[src/rtl/mppc_link_pkg.sv]
// mppc_link_pkg: shared constants and state type for the two-wire serial link.
package mppc_link_pkg;
    localparam int LINK_DATA_WIDTH     = 8;
    localparam int LINK_SYS_CLK_HZ     = 9_600_000;
    localparam int LINK_TIMEOUT_CYCLES = 4800;

    typedef enum logic {
        IDLE  = 1'b0,
        SHIFT = 1'b1
    } link_state_e;

    function automatic logic maj3(input logic a, input logic b, input logic c);
        return (a & b) | (a & c) | (b & c);
    endfunction
endpackage

[src/rtl/sync_edge_detect.sv]
// sync_edge_detect: synchronizer with registered rising-edge pulse for an asynchronous line.
// Defining DATA_INPUT_DEGLITCH_EN adds a 3-sample majority filter after the synchronizer.
module sync_edge_detect
    import mppc_link_pkg::*;
#(
    parameter int STAGES = 2
) (
    input  logic clk,
    input  logic rst,
    input  logic d_i,
    output logic rise_o
);
    logic [STAGES-1:0] sync_q;
    logic              lvl;
    logic              prev_q;
    logic              rise_q;
`ifdef DATA_INPUT_DEGLITCH_EN
    logic [1:0] hist_q;
    logic       filt_q;
    always_ff @(posedge clk or posedge rst) begin
        if (rst) begin
            hist_q <= '0;
            filt_q <= 1'b0;
        end else begin
            hist_q <= {hist_q[0], sync_q[STAGES-1]};
            filt_q <= maj3(sync_q[STAGES-1], hist_q[0], hist_q[1]);
        end
    end
    assign lvl = filt_q;
`else
    assign lvl = sync_q[STAGES-1];
`endif
    always_ff @(posedge clk or posedge rst) begin
        if (rst) begin
            sync_q <= '0;
            prev_q <= 1'b0;
            rise_q <= 1'b0;
        end else begin
            sync_q <= {sync_q[STAGES-2:0], d_i};
            prev_q <= lvl;
            rise_q <= lvl & ~prev_q;
        end
    end
    assign rise_o = rise_q;
endmodule

[src/rtl/data_input.sv]
// data_input: serial link receiver, deserializes LSB-first words onto a valid/ready port.
// Defining DATA_INPUT_DEGLITCH_EN filters clockIn/dataIn with a majority vote (+2 cycles latency).
module data_input
    import mppc_link_pkg::*;
#(
    parameter int DATA_WIDTH     = LINK_DATA_WIDTH,
    parameter int SYNC_STAGES    = 2,
    parameter int TIMEOUT_CYCLES = LINK_TIMEOUT_CYCLES
) (
    input  logic                  CLK,
    input  logic                  RST,
    input  logic                  clockIn,
    input  logic                  dataIn,
    input  logic                  ready,
    input  logic                  clearOverrun,
    output logic [DATA_WIDTH-1:0] dataOut,
    output logic                  dataValid,
    output logic                  overrun,
    output logic                  frameError,
    output logic                  busy
);
    localparam int CW = $clog2(DATA_WIDTH);
    localparam int TW = $clog2(TIMEOUT_CYCLES + 1);
    localparam logic [CW-1:0] LAST_BIT = CW'(DATA_WIDTH - 1);
    localparam logic [TW-1:0] TMO_LAST = TW'(TIMEOUT_CYCLES - 1);

    logic                   rise;
    logic [SYNC_STAGES-1:0] dsync_q;
    logic                   dlvl;
    logic                   dbit_q;
    link_state_e            state_q, state_d;
    logic [CW-1:0]          cnt_q, cnt_d;
    logic [TW-1:0]          tmo_q, tmo_d;
    logic [DATA_WIDTH-1:0]  shift_q, shift_d;
    logic [DATA_WIDTH-1:0]  dout_q, dout_d;
    logic                   dv_q, dv_d;
    logic                   ovr_q, ovr_d;
    logic                   ferr_q, ferr_d;
    logic                   done;
    logic                   load;

    sync_edge_detect #(.STAGES(SYNC_STAGES)) u_clk_sync (
        .clk    (CLK),
        .rst    (RST),
        .d_i    (clockIn),
        .rise_o (rise)
    );

    // dbit_q mirrors the edge-detect register so the bit lines up with rise.
`ifdef DATA_INPUT_DEGLITCH_EN
    logic [1:0] dhist_q;
    logic       dfilt_q;
    always_ff @(posedge CLK or posedge RST) begin
        if (RST) begin
            dhist_q <= '0;
            dfilt_q <= 1'b0;
        end else begin
            dhist_q <= {dhist_q[0], dsync_q[SYNC_STAGES-1]};
            dfilt_q <= maj3(dsync_q[SYNC_STAGES-1], dhist_q[0], dhist_q[1]);
        end
    end
    assign dlvl = dfilt_q;
`else
    assign dlvl = dsync_q[SYNC_STAGES-1];
`endif

    always_comb begin
        state_d = state_q;
        cnt_d   = cnt_q;
        tmo_d   = tmo_q;
        shift_d = shift_q;
        ferr_d  = 1'b0;
        done    = 1'b0;
        if (state_q == IDLE) begin
            tmo_d = '0;
            if (rise) begin
                shift_d[0] = dbit_q;
                cnt_d      = CW'(1);
                state_d    = SHIFT;
            end
        end else if (rise) begin
            shift_d[cnt_q] = dbit_q;
            cnt_d          = cnt_q + 1'b1;
            tmo_d          = '0;
            if (cnt_q == LAST_BIT) begin
                cnt_d   = '0;
                state_d = IDLE;
                done    = 1'b1;
            end
        end else if (tmo_q == TMO_LAST) begin
            ferr_d  = 1'b1;
            cnt_d   = '0;
            state_d = IDLE;
        end else begin
            tmo_d = tmo_q + 1'b1;
        end
        load   = done & (~dv_q | ready);
        dv_d   = load | (dv_q & ~ready);
        dout_d = load ? shift_d : dout_q;
        ovr_d  = (done & dv_q & ~ready) | (ovr_q & ~clearOverrun);
    end

    always_ff @(posedge CLK or posedge RST) begin
        if (RST) begin
            dsync_q <= '0;
            dbit_q  <= 1'b0;
            state_q <= IDLE;
            cnt_q   <= '0;
            tmo_q   <= '0;
            shift_q <= '0;
            dout_q  <= '0;
            dv_q    <= 1'b0;
            ovr_q   <= 1'b0;
            ferr_q  <= 1'b0;
        end else begin
            dsync_q <= {dsync_q[SYNC_STAGES-2:0], dataIn};
            dbit_q  <= dlvl;
            state_q <= state_d;
            cnt_q   <= cnt_d;
            tmo_q   <= tmo_d;
            shift_q <= shift_d;
            dout_q  <= dout_d;
            dv_q    <= dv_d;
            ovr_q   <= ovr_d;
            ferr_q  <= ferr_d;
        end
    end

    assign dataOut    = dout_q;
    assign dataValid  = dv_q;
    assign overrun    = ovr_q;
    assign frameError = ferr_q;
    assign busy       = (state_q == SHIFT);
endmodule

[config.mk]
export PLATFORM = sky130hd
export DESIGN_NAME = data_input
export DESIGN_NICKNAME = d
export VERILOG_FILES = /design/src/rtl/mppc_link_pkg.sv /design/src/rtl/sync_edge_detect.sv /design/src/rtl/data_input.sv
export SDC_FILE = /design/constraint.sdc
export NUM_CORES = 1
export LEC_CHECK = 0
export ABC_CLOCK_PERIOD_IN_PS = 3700
export BUFFER_PORTS_ARGS = -buffer_cell sky130_fd_sc_hd__buf_2
export CAP_MARGIN = 20
export CORE_AREA = 2 2 64 66
export CTS_CLUSTER_DIAMETER = 100
export DETAILED_ROUTE_END_ITERATION = 10
export DIE_AREA = 0 0 66 68
export GPL_TIMING_DRIVEN = 0
export PLACE_DENSITY = 0.68
export SYNTH_ARGS = -nofsm -noshare
export SYNTH_HDL_FRONTEND = slang
export SYNTH_SLANG_ARGS = --single-unit
export TNS_END_PERCENT = 5
[constraint.sdc]
create_clock -name CLK -period 3.7 [get_ports CLK]
set_input_delay 0.185 -clock CLK [delete_from_list [all_inputs] [get_ports CLK]]
set_output_delay 0.185 -clock CLK [all_outputs]
set_load 0.05 [all_outputs]
==> results of run 1 <==
## synth_stat cells (2+ instances only)
cell type	number
nand2b_1	4
a21oi_1	5
buf_2	4
mux2_2	15
xnor2_1	6
inv_1	5
ha_1	3
nor3_1	6
nor2_1	14
nand4_1	2
o22ai_1	2
dfrtp_1	43
nand3_1	5
nand2_1	10
nor2b_1	2
xor2_1	4
## flip-flops by register name (all words and copies together), names as in the netlist, 2 cells and up
register,count
tmo_q,13
dataOut,8
shift_q,8
cnt_q,3
dsync_q,2
u_clk_sync.sync_q,2
## power groups by stage
stage               logic, mW  registers, mW  clock network (mW)
global placement        0.189          0.574                   0
global route            0.215          0.577               0.323
detailed placement      0.196          0.579                   0
CTS                     0.199          0.570               0.306
finish                  0.196          0.570               0.297
floorplan               0.110          0.616                   0
## worst max-delay path: cells and delay by family, from the launching register on
kind	cells	cell delay, ps
fa+ha+maj	2	400
simple gates	2	270
flops	1	490
buf+inv	1	220
mux	1	350
## worst max path at each step
stage | from | end | cells after the start
detailed placement | cnt_q[0] | dataOut[6] | 6
global placement | cnt_q[0] | dataOut[0] | 6
floorplan | busy | dataOut[2] | 5
CTS | cnt_q[0] | dataOut[3] | 6
finish | cnt_q[0] | dataOut[0] | 6
global route | cnt_q[0] | dataOut[0] | 6
## area by class of cell
type | count | area [µm²]
flip-flops and latches | 43 | 1080
repair buffers | 19 | 105
well taps | 50 | 62.6
fillers | 353 | 1750
clock inverters | 1 | 5.00
inverters | 5 | 18.8
multi-input cells | 98 | 734
plain buffers | 5 | 23.8
clock buffers | 6 | 82.6
## timing repair
action	in CTS	in global routing
buffers inserted	0	0
hold buffers	2	0
endpoints found under the hold margin	2	0
resized for setup	0	0
## cell families (layout without fill, tap and decap cells)
kind of cell,Yosys count,after routing
AO/OA/AOI/OAI,15,15
XOR/XNOR,10,10
flip-flops,43,43
adder cells (fa/ha/maj),3,3
AND/OR/NAND/NOR,53,53
multiplexers,17,17
buffers and inverters,10,36
## layer usage
metal,wire (µm),part of all wire (%)
met4,68,2.2
met3,117,3.7
met1,1410,45
met2,1540,49
met5,0,0
==> results_dict.tcl, run 1 <==
set metrics [dict create \
    avgSynthCellArea_um2 12.3 \
    synth-seq-area-share_pct 58.1 \
    vias 1198 \
    tritoncts "done" \
    dp.cells 218 \
    r2r_slack_ps 1850 \
    hold_viol 0 \
    finalSetupViolCount 0 \
    drt_pass1_iterations 4 \
    tightest_slew_ps 865 \
    place_ws_ps 1880 \
    clock_skew_ps 8.70 \
    grtUsageMet3_pct 4.93 \
    antenna_found_initial 0 \
    ys_types 37 \
    start_util_pct 48.1 \
    num_rows 23 \
    slew_headroom_pct 42.2 \
    ant_nets 0 \
    worstSetupEndpointType "flip-flop" \
    max_freq_mhz 540 \
    swShare_pct 28.8 \
    met2_usage_pct 26.3 \
    synth.area.mux_share_pct 10.5 \
    synth_fa_ha_area_share_pct 2.03 \
    status "complete, no violations" \
    p_clk_share_pct 28.0 \
    grtUsageMet1_pct 18.9 \
    pin_count 18 \
    p_seq_share_pct 53.6 \
    drtIter0Drc 56 \
    power_density_nw_per_um2 504 \
    remaining_drc_errors 0 \
    synth.top_cell.area_share_pct 58.1 \
    path_class "reg2reg" \
    leakage_nw 1.02 \
    synth_compound_area_share_pct 5.74 \
    core_um2 3860 \
    synth_simple_gate_area_share_pct 16.7 \
    min_period_ps 1850 \
    fin_nets 186 \
    p_sw_mw 0.307 \
    place_congestion 0.858 \
    ir_drop_mv 0.296 \
    synth-seq-cells 43 \
    clockBufferDepth 2 \
    synth_nets 160 \
    slowest_stage "dfrtp_1" \
    die_h_um 68 \
    area_growth_pct 13.8 \
    insertion_delay_ps 290 \
    crit_chain "ha_1, ha_1, nand3_1, nor2b_1, buf_2, mux2_2" \
    portBuffers 17 \
    synth_xor_area_share_pct 4.73 \
    drive_gt1_share_pct 28.8 \
    maxCapViolCount 0 \
    worstSetupStartpointType "flip-flop" \
    finalCritPeriodShare_pct 50.0 \
    worstPathMaxFanout 8 \
    timing.setup.tns_ps 0 \
    ys.warnings.count 0 \
    dpl.hpwl_um 2210 \
    ys_top_cells_by_area "dfrtp_1 58%, mux2_2 9.1%, nor2_1 2.8%, xnor2_1 2.8%, ha_1 2.0%" \
    cpPeakStageDelay_ps 490 \
    r2r_end "dataOut[0]" \
    async_reset_ff_share_pct 100 \
    busiest_layer "met2" \
    synth-edff-count 0 \
    timing.final.ws_setup_ps 1850 \
    final_common_cell "dfrtp_1" \
    netlist_instances 151 \
    synth_top_family_by_area "simple AND/OR/NAND/NOR gates" \
    synth_area_um2 1850 \
    reg2reg_depth 6 \
    crit_arrival_ps 2020 \
    yosysTopAreaCell "dfrtp_1" \
    final_cell_mix "43 x dfrtp_1, 21 x buf_2, 15 x mux2_2, 14 x nor2_1, 10 x nand2_1" \
    grt_pass1_vias 1167 \
    dieArea_um2 4490 \
    numCtsBuffers 5 \
    synth_ff_type "dfrtp_1" \
    clock-root-buffer "clkbuf_8" \
    grt_pass1_wl_um 5240 \
    worstHoldPathType "in2async" \
    track_usage_pct 16.1 \
    routedWlPerCell_um 13.8 \
    wl_um 3140 \
    clk_transition_reported_paths_ps 80 \
    cts_max_level 2 \
    power_frac_comb_pct 18.4 \
    postPlaceCellArea_um2 2000 \
    fin_area_um2 2110 \
    worstReg2RegStart "cnt_q[0]" \
    fin_cells 227 \
    numClockSinks 43 \
    antenna_cells 0 \
    via_per_inst 5.28 \
    power_mw 1.06 \
    crit_top_cell "ha_1" \
    critPathRequiredTime_ps 3870 \
    utilization_pct 54.7 \
    grt_max_degree 44 \
    p_int_mw 0.756 \
    die_x_um 66 \
    whs_ps 70.8 \
    rsz0062_at_grt "no" \
    slew_violations 0 \
    overflow 0 \
]
No activity file was read; power rests on OpenSTA's default activity.
==> inputs of run 2 (changes only) <==
Settings changed: ABC_CLOCK_PERIOD_IN_PS 3700 to 1950.
Clock period 3.7 ns to 1.95 ns, I/O delays scaled along.
==> run 2 against run 1 <==
Compared with the run above:
- the flow now finishes with violations (hold timing)
- worst setup slack got worse by 1700 ps
- via count rose by 0.67%
- critical path depth did not move
- sequential cell count did not move
- sequential power rose by 89%
- first-iteration DRC count rose by 5.4%
- final cell count rose by 0.44%
- critical endpoint unchanged
- highest routed layer unchanged
==> results_dict.tcl, run 2 (synthesis results as in run 1) <==
set metrics [dict create \
    status "complete, but fails checks" \
    violations "hold timing" \
    largest_reg_flops 13 \
    antenna_cells 0 \
    dp.cells 218 \
    r2r_slack_ps 140 \
    top_register "tmo_q" \
    ant_nets 0 \
    finalCritPeriodShare_pct 93.0 \
    max_freq_mhz 552 \
    worstPathMaxFanout 8 \
    clock-root-buffer "clkbuf_8" \
    slowest_stage "dfrtp_1" \
    pin_count 18 \
    utilization_pct 55.0 \
    die_x_um 66 \
    tritoncts "done" \
    crit_chain "ha_1, ha_1, nand3_1, nor2b_1, buf_2, mux2_2" \
    antenna_found_initial 0 \
    cts_setup_buffers 0 \
    remaining_drc_errors 0 \
    clk_transition_reported_paths_ps 80 \
    crit_path_start "cnt_q[1]" \
    fill_cells 353 \
    maxCapViolCount 0 \
    place_congestion 0.858 \
    worstHoldPathType "in2async" \
    via_per_inst 5.29 \
    track_usage_pct 16.3 \
    clock_skew_ps 6.50 \
    slew_violations 0 \
    grt_pass1_wl_um 5310 \
    cp.depth 6 \
    hold_viol 43 \
    portBuffers 17 \
    start_util_pct 48.1 \
    crit_top_cell "ha_1" \
    reg2reg_depth 6 \
    multiInputGateArea_um2 734 \
    grt_max_degree 44 \
    r2r_end "dataOut[0]" \
    worstSetupEndpointType "flip-flop" \
    core_um2 3860 \
    slew_headroom_pct 43.1 \
    path_buf_inv 1 \
    worstSetupStartpointType "flip-flop" \
    grt_pass1_vias 1177 \
    final_cell_mix "42 x dfrtp_1, 21 x buf_2, 15 x mux2_2, 14 x nor2_1, 10 x nand2_1" \
    finalSetupViolCount 0 \
    drive_gt1_share_pct 29.2 \
    min_period_ps 1810 \
    dpl.hpwl_um 2210 \
    worstSetupEndpoint "dataOut[0]" \
    routedWlPerCell_um 13.7 \
    final_common_cell "dfrtp_1" \
    rsz0062_at_grt "no" \
    whs_ps -18.8 \
    fin_nets 187 \
    crit_family "flip-flops" \
    numCtsBuffers 5 \
    clockBufferDepth 2 \
    drtIter0Drc 59 \
    worstReg2RegStart "cnt_q[1]" \
    die_h_um 68 \
    path_class "reg2reg" \
    fin_cells 228 \
    register_area_um2 1080 \
    cts_max_level 2 \
    overflow 0 \
    area_growth_pct 14.4 \
    numClockSinks 43 \
    drt_pass1_iterations 4 \
    cpPeakStageDelay_ps 450 \
    timing.setup.tns_ps 0 \
    ir_drop_mv 0.557 \
    tightest_slew_ps 852 \
    power_density_nw_per_um2 950 \
    num_rows 23 \
    wl_um 3130 \
    insertion_delay_ps 290 \
    leakage_nw 1.02 \
    vias 1206 \
    dieArea_um2 4490 \
    critPathRequiredTime_ps 2120 \
    crit_arrival_ps 1990 \
]
[run 2: changes by cell type in the layout (fill, tap and decap cells not counted)]
cell	change
dfrtp_1	-1
dfrtp_2	+1
dlygate4sd3_1	+1
[run 2: worst min-delay path by stage]
| stage | startpoint | end | depth (start not counted) |
|---|---|---|---|
| floorplan | dataIn | dsync_q[0] | 0 |
| global placement | dataIn | dsync_q[0] | 1 |
| detailed placement | clockIn | u_clk_sync.sync_q[0] | 1 |
| CTS | RST | tmo_q[2] | 2 |
| global route | RST | dataOut[6] | 2 |
| finish | RST | tmo_q[0] | 2 |
[run 2: area by class of cell]
| class | count | share of cell area (%) |
|---|---|---|
| Buffer | 5 | 1.12 |
| Clock buffer | 6 | 3.90 |
| Clock inverter | 1 | 0.236 |
| Multi-Input combinational cell | 98 | 34.7 |
| Inverter | 5 | 0.885 |
| Sequential cell | 43 | 50.8 |
| Timing Repair Buffer | 20 | 5.43 |
| Tap cell | 50 | 2.95 |
[run 2: per-layer routing]
layer | vias to the layer above | track usage (%) | part of all wire, %
li1 | 580 | - | -
met1 | 592 | 18.7 | 43
met2 | 25 | 27.0 | 50
met3 | 9 | 5.10 | 3.9
met4 | 0 | 9.69 | 2.8
met5 | - | 0 | 0
[run 2: repair_timing]
item,CTS,global route
setup endpoints to repair,0,7
hold buffers,3,0
gates resized for setup,0,1
endpoints found under the hold margin,3,0
[run 2: power breakdown]
group / internal, mW / total, mW / switching (mW)
clock network: 0.278 / 0.559 / 0.281
logic: 0.152 / 0.373 / 0.221
registers: 1.01 / 1.08 / 0.0743
total: 1.44 / 2.01 / 0.577
[run 2: metrics by stage]
step                power (mW)  cell area, µm²  hold slack, ps  worst slack [ps]
floorplan                 1.38            1850             129              74.8
global placement          1.45            2000             205               163
detailed placement        1.47            2000             209               133
CTS                       2.04            2120            16.4              98.9
global route              2.12            2120            57.5              16.7
finish                    2.01            2120           -18.8               137
